## src/rtl/hilo_unit.sv

```systemverilog
// HI/LO register unit: executes MULT/MULTU/DIV/DIVU/MTHI/MTLO/MFHI/MFLO,
// sequences the iterative multiplier/divider and stalls execute while one is running.
module hilo_unit #(
    parameter int unsigned WIDTH = 32
) (
    input  logic               clk,
    input  logic               rst,
    input  logic               op_valid,
    input  logic [2:0]         op,
    input  logic [WIDTH-1:0]   rs,
    input  logic [WIDTH-1:0]   rt,
    output logic               busy,
    output logic [WIDTH-1:0]   result,
    output logic               result_valid,
    output logic               mul_start,
    output logic               mul_signd,
    output logic [WIDTH-1:0]   mul_a,
    output logic [WIDTH-1:0]   mul_b,
    input  logic               mul_ready,
    input  logic [2*WIDTH-1:0] mul_product,
    output logic               div_start,
    output logic               div_signd,
    output logic [WIDTH-1:0]   div_a,
    output logic [WIDTH-1:0]   div_b,
    input  logic               div_ready,
    input  logic [WIDTH-1:0]   div_quot,
    input  logic [WIDTH-1:0]   div_rem
);

    localparam logic [2:0] OP_MULT  = 3'd0;
    localparam logic [2:0] OP_MULTU = 3'd1;
    localparam logic [2:0] OP_DIV   = 3'd2;
    localparam logic [2:0] OP_DIVU  = 3'd3;
    localparam logic [2:0] OP_MTHI  = 3'd4;
    localparam logic [2:0] OP_MTLO  = 3'd5;
    localparam logic [2:0] OP_MFHI  = 3'd6;
    localparam logic [2:0] OP_MFLO  = 3'd7;

    typedef enum logic [2:0] {
        IDLE      = 3'd0,
        MUL_START = 3'd1,
        MUL_WAIT  = 3'd2,
        DIV_START = 3'd3,
        DIV_WAIT  = 3'd4
    } state_t;

    state_t           state, state_nxt;
    logic [WIDTH-1:0] hi, hi_nxt;
    logic [WIDTH-1:0] lo, lo_nxt;
    logic [WIDTH-1:0] result_nxt;
    logic             result_valid_nxt;
    logic             mul_signd_nxt, div_signd_nxt;
    logic [WIDTH-1:0] mul_a_nxt, mul_b_nxt, div_a_nxt, div_b_nxt;

    // Next-state, HI/LO update and operand capture
    always_comb begin
        state_nxt        = state;
        hi_nxt           = hi;
        lo_nxt           = lo;
        result_nxt       = result;
        result_valid_nxt = 1'b0;
        mul_signd_nxt    = mul_signd;
        mul_a_nxt        = mul_a;
        mul_b_nxt        = mul_b;
        div_signd_nxt    = div_signd;
        div_a_nxt        = div_a;
        div_b_nxt        = div_b;

        unique case (state)
            IDLE: begin
                if (op_valid) begin
                    unique case (op)
                        OP_MULT, OP_MULTU: begin
                            mul_a_nxt     = rs;
                            mul_b_nxt     = rt;
                            mul_signd_nxt = (op == OP_MULT);
                            state_nxt     = MUL_START;
                        end
                        OP_DIV, OP_DIVU: begin
                            // Divide by zero never reaches the divider
                            if (rt != '0) begin
                                div_a_nxt     = rs;
                                div_b_nxt     = rt;
                                div_signd_nxt = (op == OP_DIV);
                                state_nxt     = DIV_START;
                            end else begin
                                hi_nxt = rs;
                                lo_nxt = '1;
                            end
                        end
                        OP_MTHI: hi_nxt = rs;
                        OP_MTLO: lo_nxt = rs;
                        OP_MFHI: begin
                            result_nxt       = hi;
                            result_valid_nxt = 1'b1;
                        end
                        OP_MFLO: begin
                            result_nxt       = lo;
                            result_valid_nxt = 1'b1;
                        end
                    endcase
                end
            end
            MUL_START: state_nxt = MUL_WAIT;
            MUL_WAIT: begin
                if (mul_ready) begin
                    hi_nxt    = mul_product[2*WIDTH-1:WIDTH];
                    lo_nxt    = mul_product[WIDTH-1:0];
                    state_nxt = IDLE;
                end
            end
            DIV_START: state_nxt = DIV_WAIT;
            DIV_WAIT: begin
                if (div_ready) begin
                    hi_nxt    = div_rem;
                    lo_nxt    = div_quot;
                    state_nxt = IDLE;
                end
            end
            default: state_nxt = IDLE;
        endcase
    end

    // State and registered outputs; strobes are decoded from the next state
    always_ff @(posedge clk or posedge rst) begin
        if (rst) begin
            state        <= IDLE;
            hi           <= '0;
            lo           <= '0;
            result       <= '0;
            result_valid <= 1'b0;
            busy         <= 1'b0;
            mul_start    <= 1'b0;
            mul_signd    <= 1'b0;
            mul_a        <= '0;
            mul_b        <= '0;
            div_start    <= 1'b0;
            div_signd    <= 1'b0;
            div_a        <= '0;
            div_b        <= '0;
        end else begin
            state        <= state_nxt;
            hi           <= hi_nxt;
            lo           <= lo_nxt;
            result       <= result_nxt;
            result_valid <= result_valid_nxt;
            busy         <= (state_nxt != IDLE);
            mul_start    <= (state_nxt == MUL_START);
            mul_signd    <= mul_signd_nxt;
            mul_a        <= mul_a_nxt;
            mul_b        <= mul_b_nxt;
            div_start    <= (state_nxt == DIV_START);
            div_signd    <= div_signd_nxt;
            div_a        <= div_a_nxt;
            div_b        <= div_b_nxt;
        end
    end

endmodule

```

## config.mk

```make
export PLATFORM = sky130hd
export DESIGN_NAME = hilo_unit
export DESIGN_NICKNAME = d
export VERILOG_FILES = /design/src/rtl/hilo_unit.sv
export SDC_FILE = /design/constraint.sdc
export NUM_CORES = 1
export LEC_CHECK = 0
export CAP_MARGIN = 20
export CORE_MARGIN = 1.5
export CORE_UTILIZATION = 45
export CTS_CLUSTER_DIAMETER = 120
export DETAILED_ROUTE_END_ITERATION = 8
export PLACE_DENSITY = 0.8
export SYNTH_ARGS = -nofsm -noshare
export SYNTH_HDL_FRONTEND = slang
export SYNTH_SLANG_ARGS = --single-unit
export TNS_END_PERCENT = 1
```

## constraint.sdc

```tcl
create_clock -name clk -period 9.6 [get_ports clk]
set_input_delay 1.44 -clock clk [delete_from_list [all_inputs] [get_ports clk]]
set_output_delay 1.44 -clock clk [all_outputs]
set_load 0.005 [all_outputs]
```

# [Yosys cells after proc, flatten, opt, wreduce, memory -nomap -nowiden]
# Cells that the tools add are included.
# Widths: inputs -> output; s select.
[totals] regBits=233 input_bits=200 output_inout_bits=166 elab_cells=69
[op_classes] n_eq_ne=19 n_mux=22 reduce_logical=14
[op_table] op="$mux 32" n=8
[op_table] op="$pmux 32 s2" n=3
[op_table] op="$pmux 32 s3" n=2
[op_table] op="$reduce_bool 32->1" n=1
[op_table] op="$eq 3x2->1 const B" n=5
[op_table] op="$eq 3x3->1 const B" n=5
[op_table] op="$pmux 3 s5" n=1
[op_table] op="$mux 3" n=4
[op_table] op="$reduce_and 6->1" n=2
[op_table] op="$eq 3x1->1 const B" n=3
[op_table] op="$logic_not 3->1" n=2
[op_table] op="$ne 2x2->1 const B" n=3
[op_table] op="$ne 3x1->1 const B" n=2
[op_table] op="$pmux 3 s2" n=1
[op_table] op="$reduce_and 3->1" n=2
[op_table] op="$reduce_bool 3->1" n=2
[op_table] op="$reduce_or 2->1" n=3
[op_table] op="$reduce_and 4->1" n=1
[op_table] op="$mux 1" n=3
[op_table] op="$ne 3x3->1 const B" n=1
[op_table] op="$reduce_bool 2->1" n=1

# [Depth between registers and ports, before layout]
# Gate-level depths: netlist of run 1.
[logic_depth] word_depth=6 mapped_depth=8 mapped_depth_nobuf=5

# [Least setup slack after synthesis of run 1]
# OpenSTA, ideal clock, no wires.
[synth_path] kind="input port to flip-flop" start="in rt[27]" end="reg div_b[10]" setup_ns=0.125 arrival_time_ns=3.002 required_ns=9.475 slack_ns=6.473 stages=6 path_buffers=2 cell_sequence="nor4_1 -> nand4_1 -> o2111ai_1 -> buf_2 -> buf_4 -> mux2_2"
[synth_via] elab_chain_len=2
[synth_lines] element="start: declaration" line_no="11" source="input logic [WIDTH-1:0] rt,"
[synth_lines] element="$reduce_bool 32->1" line_no="81" source="if (rt != '0) begin"
[synth_lines] element="$reduce_and 4->1 (no source line)"
[synth_lines] element="end signal: assignment" line_no="155" source="div_b <= div_b_nxt;"
[synth_lines] element="end: declaration" line_no="24" source="output logic [WIDTH-1:0] div_b,"
# Every way passes these cells.
# A chain may end at the register's enable or synchronous reset.

# [Worst setup path after layout of run 1]
[layout_path] start="in rt[27]" end="reg div_b[30]"
# Same word-level chain as after synthesis.

==> flow_summary.json, run 1 <==
{
  "drive_above_1_share": 0.1898,
  "io_buffers": 365,
  "worst_pin_slew_ns": 1.019,
  "hp-class": "reg -> reg",
  "fin_worst_skew_ns": 0.009715,
  "dp_slack_ns": 4.706,
  "crit_chain": "clkdlybuf4s50_1 > nor4_1 > nand4_1 > o2111ai_4 > buf_4 > mux2_2",
  "yosysUniqueCellTypes": 32,
  "ctsHoldBuffers": 0,
  "crit_fanout": 38,
  "cts_resized": 0,
  "clockBufferDepth": 3,
  "hpwlAfterDp_mm": 20.40,
  "synth_area_per_cell_um2": 12.10,
  "gp_routability_congestion": 0.8421,
  "numCtsBuffers": 25,
  "slew_headroom": 0.3188,
  "grt_usage": 0.2509,
  "p_per_area_mw_per_mm2": 299.0,
  "synth_ff_type": "dfrtp_1",
  "core-area_mm2": 0.02189,
  "mostFrequentLayoutCells": "clkdlybuf4s50_1 (365), dfrtp_1 (233), mux2_2 (158)",
  "grt_max_degree": 109,
  "ant_nets": 0,
  "cp.arrival_ns": 4.42,
  "path_clk_slew_ns": 0.06,
  "cts_tree": "done",
  "num_rows": 54,
  "syn_to_final_growth_pct": 47.48,
  "yosysSeqAreaShare": 0.5790,
  "finalSetupViolCount": 0,
  "clock_latency_ns": 0.50,
  "layout_commonest_cell": "clkdlybuf4s50_1",
  "die_h_um": 152.6,
  "die_w_um": 152.6,
  "htreeDepth": 1,
  "fin_crit_ns": 4.031,
  "yosysWarnings": 0,
  "leakage_nw": 6.317,
  "drtIter0Drc": 429,
  "vias_per_cell": 5.405,
  "antenna_cells": 0,
  "fin_area_mm2": 0.01485,
  "ir_worst_vdd_mv": 0.1831,
  "worstPathRequired_ns": 9.99,
  "initial_core_util": 0.4600,
  "grt_overflow_total": 0,
  "syn_nets": 1032,
  "clock-root-buffer": "clkbuf_16",
  "wire_per_inst_um": 19.77,
  "hold_violations": 0,
  "start_kind": "primary input",
  "layout.nets": 1377,
  "post_cts.repair.setup_buffers": 0,
  "drt-total-wl_mm": 29.08,
  "cp_slowest_cell": "o2111ai_4",
  "drc": 0,
  "cap_violations": 0,
  "r2r_slack_ns": 6.58,
  "syn_inst": 832,
  "grt_setup_unrepaired": "no",
  "worst_slack_ns": 5.570,
  "critical_path_class": "in -> reg",
  "fmax_mhz": 248.1,
  "place_area_mm2": 0.01398,
  "syn_area_mm2": 0.01007,
  "utilization": 0.6785,
  "dr_total_vias": 7951,
  "design.die.area_mm2": 0.02329,
  "antenna_found_initial": 0,
  "slew_violations": 0,
  "fin_setup_tns_ns": 0,
  "synth_edf_count": 0,
  "async_flop_share": 1.000,
  "cp-end-kind": "register",
  "ys_seq_elements": 233,
  "grt_pass1_wl_mm": 46.60,
  "finalCritPeriodShare": 0.4198,
  "grt_pass1_vias": 8401,
  "max_stage_delay_ns": 0.68,
  "firstDrtPassIters": 5,
  "io-pin-count": 366,
  "cts.sinks": 233,
  "whs_ns": 0.4770,
  "status": "completed"
}
[metrics by stage]
step                instances  power (W)
finish                   1471   0.004441
floorplan                 832   0.002465
CTS                      1468   0.004473
global route             1471   0.004710
global placement         1427   0.003469
detailed placement       1427   0.003528
[sequential cells by signal, indices dropped and copies added, names as in the netlist, 3 cells and up]
| name | flops |
|---|---|
| div_a | 32 |
| hi | 32 |
| lo | 32 |
| div_b | 32 |
| mul_b | 32 |
| state | 3 |
| mul_a | 32 |
| result | 32 |
[per-layer routing]
metal,vias up,track usage,part of all wire
met3,28,0.05091,0.062
met4,0,0.05632,0.015
li1,3704,-,-
met5,-,0,0
met1,3940,0.3130,0.40
met2,279,0.4479,0.52
[power by group]
part	total (W)	internal (W)	switching (W)
clock network	0.000930	0.000554	0.000376
registers	0.00172	0.00146	0.000254
logic	0.00179	0.00111	0.000685
[critical path: cells and delay by family]
family          cells  cell delay [ns]
compound gates      1             0.68
buf+inv             2             1.06
mux                 1             0.41
simple gates        2             0.80
[cell usage after synthesis, types with 2 or more instances]
cell / number / area, µm²
mux2_2: 158 / 1779
nor4_1: 8 / 50.05
buf_1: 7 / 26.28
mux2i_1: 33 / 330.3
clkbuf_1: 37 / 138.9
nor3b_1: 2 / 15.01
nand3b_1: 2 / 15.01
dfrtp_1: 233 / 5831
buf_4: 2 / 15.01
a211oi_1: 2 / 15.01
a22oi_1: 64 / 480.5
inv_1: 6 / 22.52
o21ai_0: 67 / 335.3
nand4_1: 2 / 12.51
a31oi_1: 32 / 200.2
a21oi_1: 3 / 15.01
nand2_1: 102 / 382.9
mux2_1: 3 / 33.78
nor2_1: 8 / 30.03
buf_2: 17 / 85.08
nor3_1: 33 / 165.2
[kinds of logic after synthesis]
family | synth area share
multiplexers | 0.2128
flip-flops | 0.5790
AND/OR/NAND/NOR | 0.07343
buffers and inverters | 0.02857
AO/OA/AOI/OAI | 0.1062
[area by class of cell]
cell class / count / area (µm²)
Sequential cell: 233 / 5831
Fill cell: 1679 / 7038
Clock buffer: 35 / 733.2
Clock inverter: 6 / 62.56
Inverter: 6 / 30.03
Multi-Input combinational cell: 530 / 4020
Timing Repair Buffer: 381 / 3826
Tap cell: 280 / 350.3
[path summary, 6_finish.rpt]
check                            from  depth (start not counted)         end
max                            rt[27]                          6   div_b[30]
max reg2reg                  state[0]                          5    mul_b[3]
min                        result[21]                          2  result[21]
max in group asynchronous         rst                          3    div_a[6]
min reg2reg                result[21]                          2  result[21]
min in group asynchronous         rst                          2    mul_b[1]
(Power assumes the default switching activity.)
==> run 2: changes to the inputs <==
- clock period: 9.6 -> 4.07 ns (I/O delays scaled with it)
==> flow_summary.json, run 2 (same netlist as run 1, synthesis figures left out) <==
{
  "clockBufferDepth": 3,
  "num_rows": 54,
  "hold_violations": 0,
  "fin_setup_tns_ns": 0,
  "firstDrtPassIters": 4,
  "syn_to_final_growth_pct": 48.48,
  "grt_pass1_wl_mm": 46.79,
  "slew_violations": 0,
  "ctsHoldBuffers": 0,
  "design.die.area_mm2": 0.02329,
  "fmax_mhz": 372.8,
  "dp_slack_ns": 0.8025,
  "cp-end-kind": "register",
  "final_cells": 1478,
  "ant_nets": 0,
  "worstPathRequired_ns": 4.47,
  "grt_usage": 0.2521,
  "vias_per_cell": 5.466,
  "cp.arrival_ns": 3.08,
  "path_clk_slew_ns": 0.06,
  "drt-total-wl_mm": 29.88,
  "cts.sinks": 233,
  "leakage_nw": 6.345,
  "gp_routability_congestion": 0.8067,
  "grt_max_degree": 67,
  "ir_worst_vdd_mv": 0.3398,
  "mostFrequentLayoutCells": "clkdlybuf4s50_1 (365), dfrtp_1 (233), mux2_2 (158)",
  "grt_overflow_total": 0,
  "worst_pin_slew_ns": 0.9309,
  "io-pin-count": 366,
  "grt_pass1_vias": 8471,
  "fin_crit_ns": 2.682,
  "critical_path_class": "in -> reg",
  "worst_slack_ns": 1.388,
  "grt_setup_unrepaired": "no",
  "htreeDepth": 1,
  "initial_core_util": 0.4600,
  "hpwlAfterDp_mm": 20.99,
  "die_h_um": 152.6,
  "cap_violations": 0,
  "drtIter0Drc": 389,
  "dr_total_vias": 8079,
  "cts_resized": 0,
  "clock_latency_ns": 0.52,
  "cts_tree": "done",
  "numCtsBuffers": 25,
  "antenna_cells": 0,
  "io_buffers": 365,
  "dp.cells": 1430,
  "post_cts.repair.setup_buffers": 0,
  "layout.nets": 1379,
  "finalCritPeriodShare": 0.6590,
  "p_per_area_mw_per_mm2": 712.6,
  "antenna_found_initial": 0,
  "layout_commonest_cell": "clkdlybuf4s50_1",
  "fin_worst_skew_ns": 0.007277,
  "core-area_mm2": 0.02189,
  "clock-root-buffer": "clkbuf_16",
  "wire_per_inst_um": 20.22,
  "crit_fanout": 41,
  "hp-class": "reg -> reg",
  "die_w_um": 152.6,
  "drc": 0,
  "drive_above_1_share": 0.1945,
  "finalSetupViolCount": 0,
  "start_kind": "primary input",
  "status": "completed",
  "slew_headroom": 0.3781
}
-- run 2: cell count changes in the layout (fill, tap and decap cells not counted) --
cell	delta
buf_12	+4
buf_4	-1
clkinvlp_4	+4
clkinv_4	+1
clkinv_2	+1
inv_6	+2
inv_8	-1
clkbuf_8	-4
buf_16	-1
bufinv_16	+2
-- run 2: final timing paths --
kind,start,endpoint,slack (ns),cells after the start
worst max-delay path,rt[24],div_b[3],1.39,6
worst min-delay path,result[31],result[31],0.47,2
worst max register to register,state[2],hi[17],1.55,6
worst min register to register,result[31],result[31],0.47,2
max in group asynchronous,rst,mul_a[14],2.59,3
min in group asynchronous,rst,mul_b[8],0.64,2
-- run 2: layer usage --
metal	global-route usage	wire, µm
met5	0	0
met1	0.3108	11970
met3	0.05404	1919
met4	0.06868	559
met2	0.4464	15430
-- run 2: final cells by class --
class | count | area, µm²
fillers | 1645 | 6938
flip-flops and latches | 233 | 5831
multi-input cells | 530 | 4020
repair buffers | 383 | 3871
clock buffers | 31 | 678.2
well taps | 280 | 350.3
clock inverters | 15 | 176.4
inverters | 6 | 26.28
-- run 2: worst max-delay path: stages --
cell and delay (ns):
clkdlybuf4s50_1 0.44, nor4_1 0.38, nand4_1 0.36, o2111ai_4 0.29
buf_4 0.55, mux2_2 0.41
-- run 2: power breakdown --
group / switching (W) / total, W / internal, W
Combinational: 0.00163 / 0.00425 / 0.00262
Clock: 0.000948 / 0.00233 / 0.00138
Sequential: 0.000621 / 0.00407 / 0.00345
Total: 0.00320 / 0.0107 / 0.00745
-- run 2: stage by stage --
step | utilization | area (µm²) | total power, W | hold WS, ns
after floorplan | - | 10070 | 0.005816 | 0.4640
after global placement | 0.6419 | 14050 | 0.008184 | 0.4601
after detailed placement | 0.6419 | 14050 | 0.008350 | 0.4686
after CTS | 0.6809 | 14910 | 0.01073 | 0.4848
after global routing | 0.6831 | 14950 | 0.01125 | 0.5022
final | 0.6831 | 14950 | 0.01066 | 0.4741
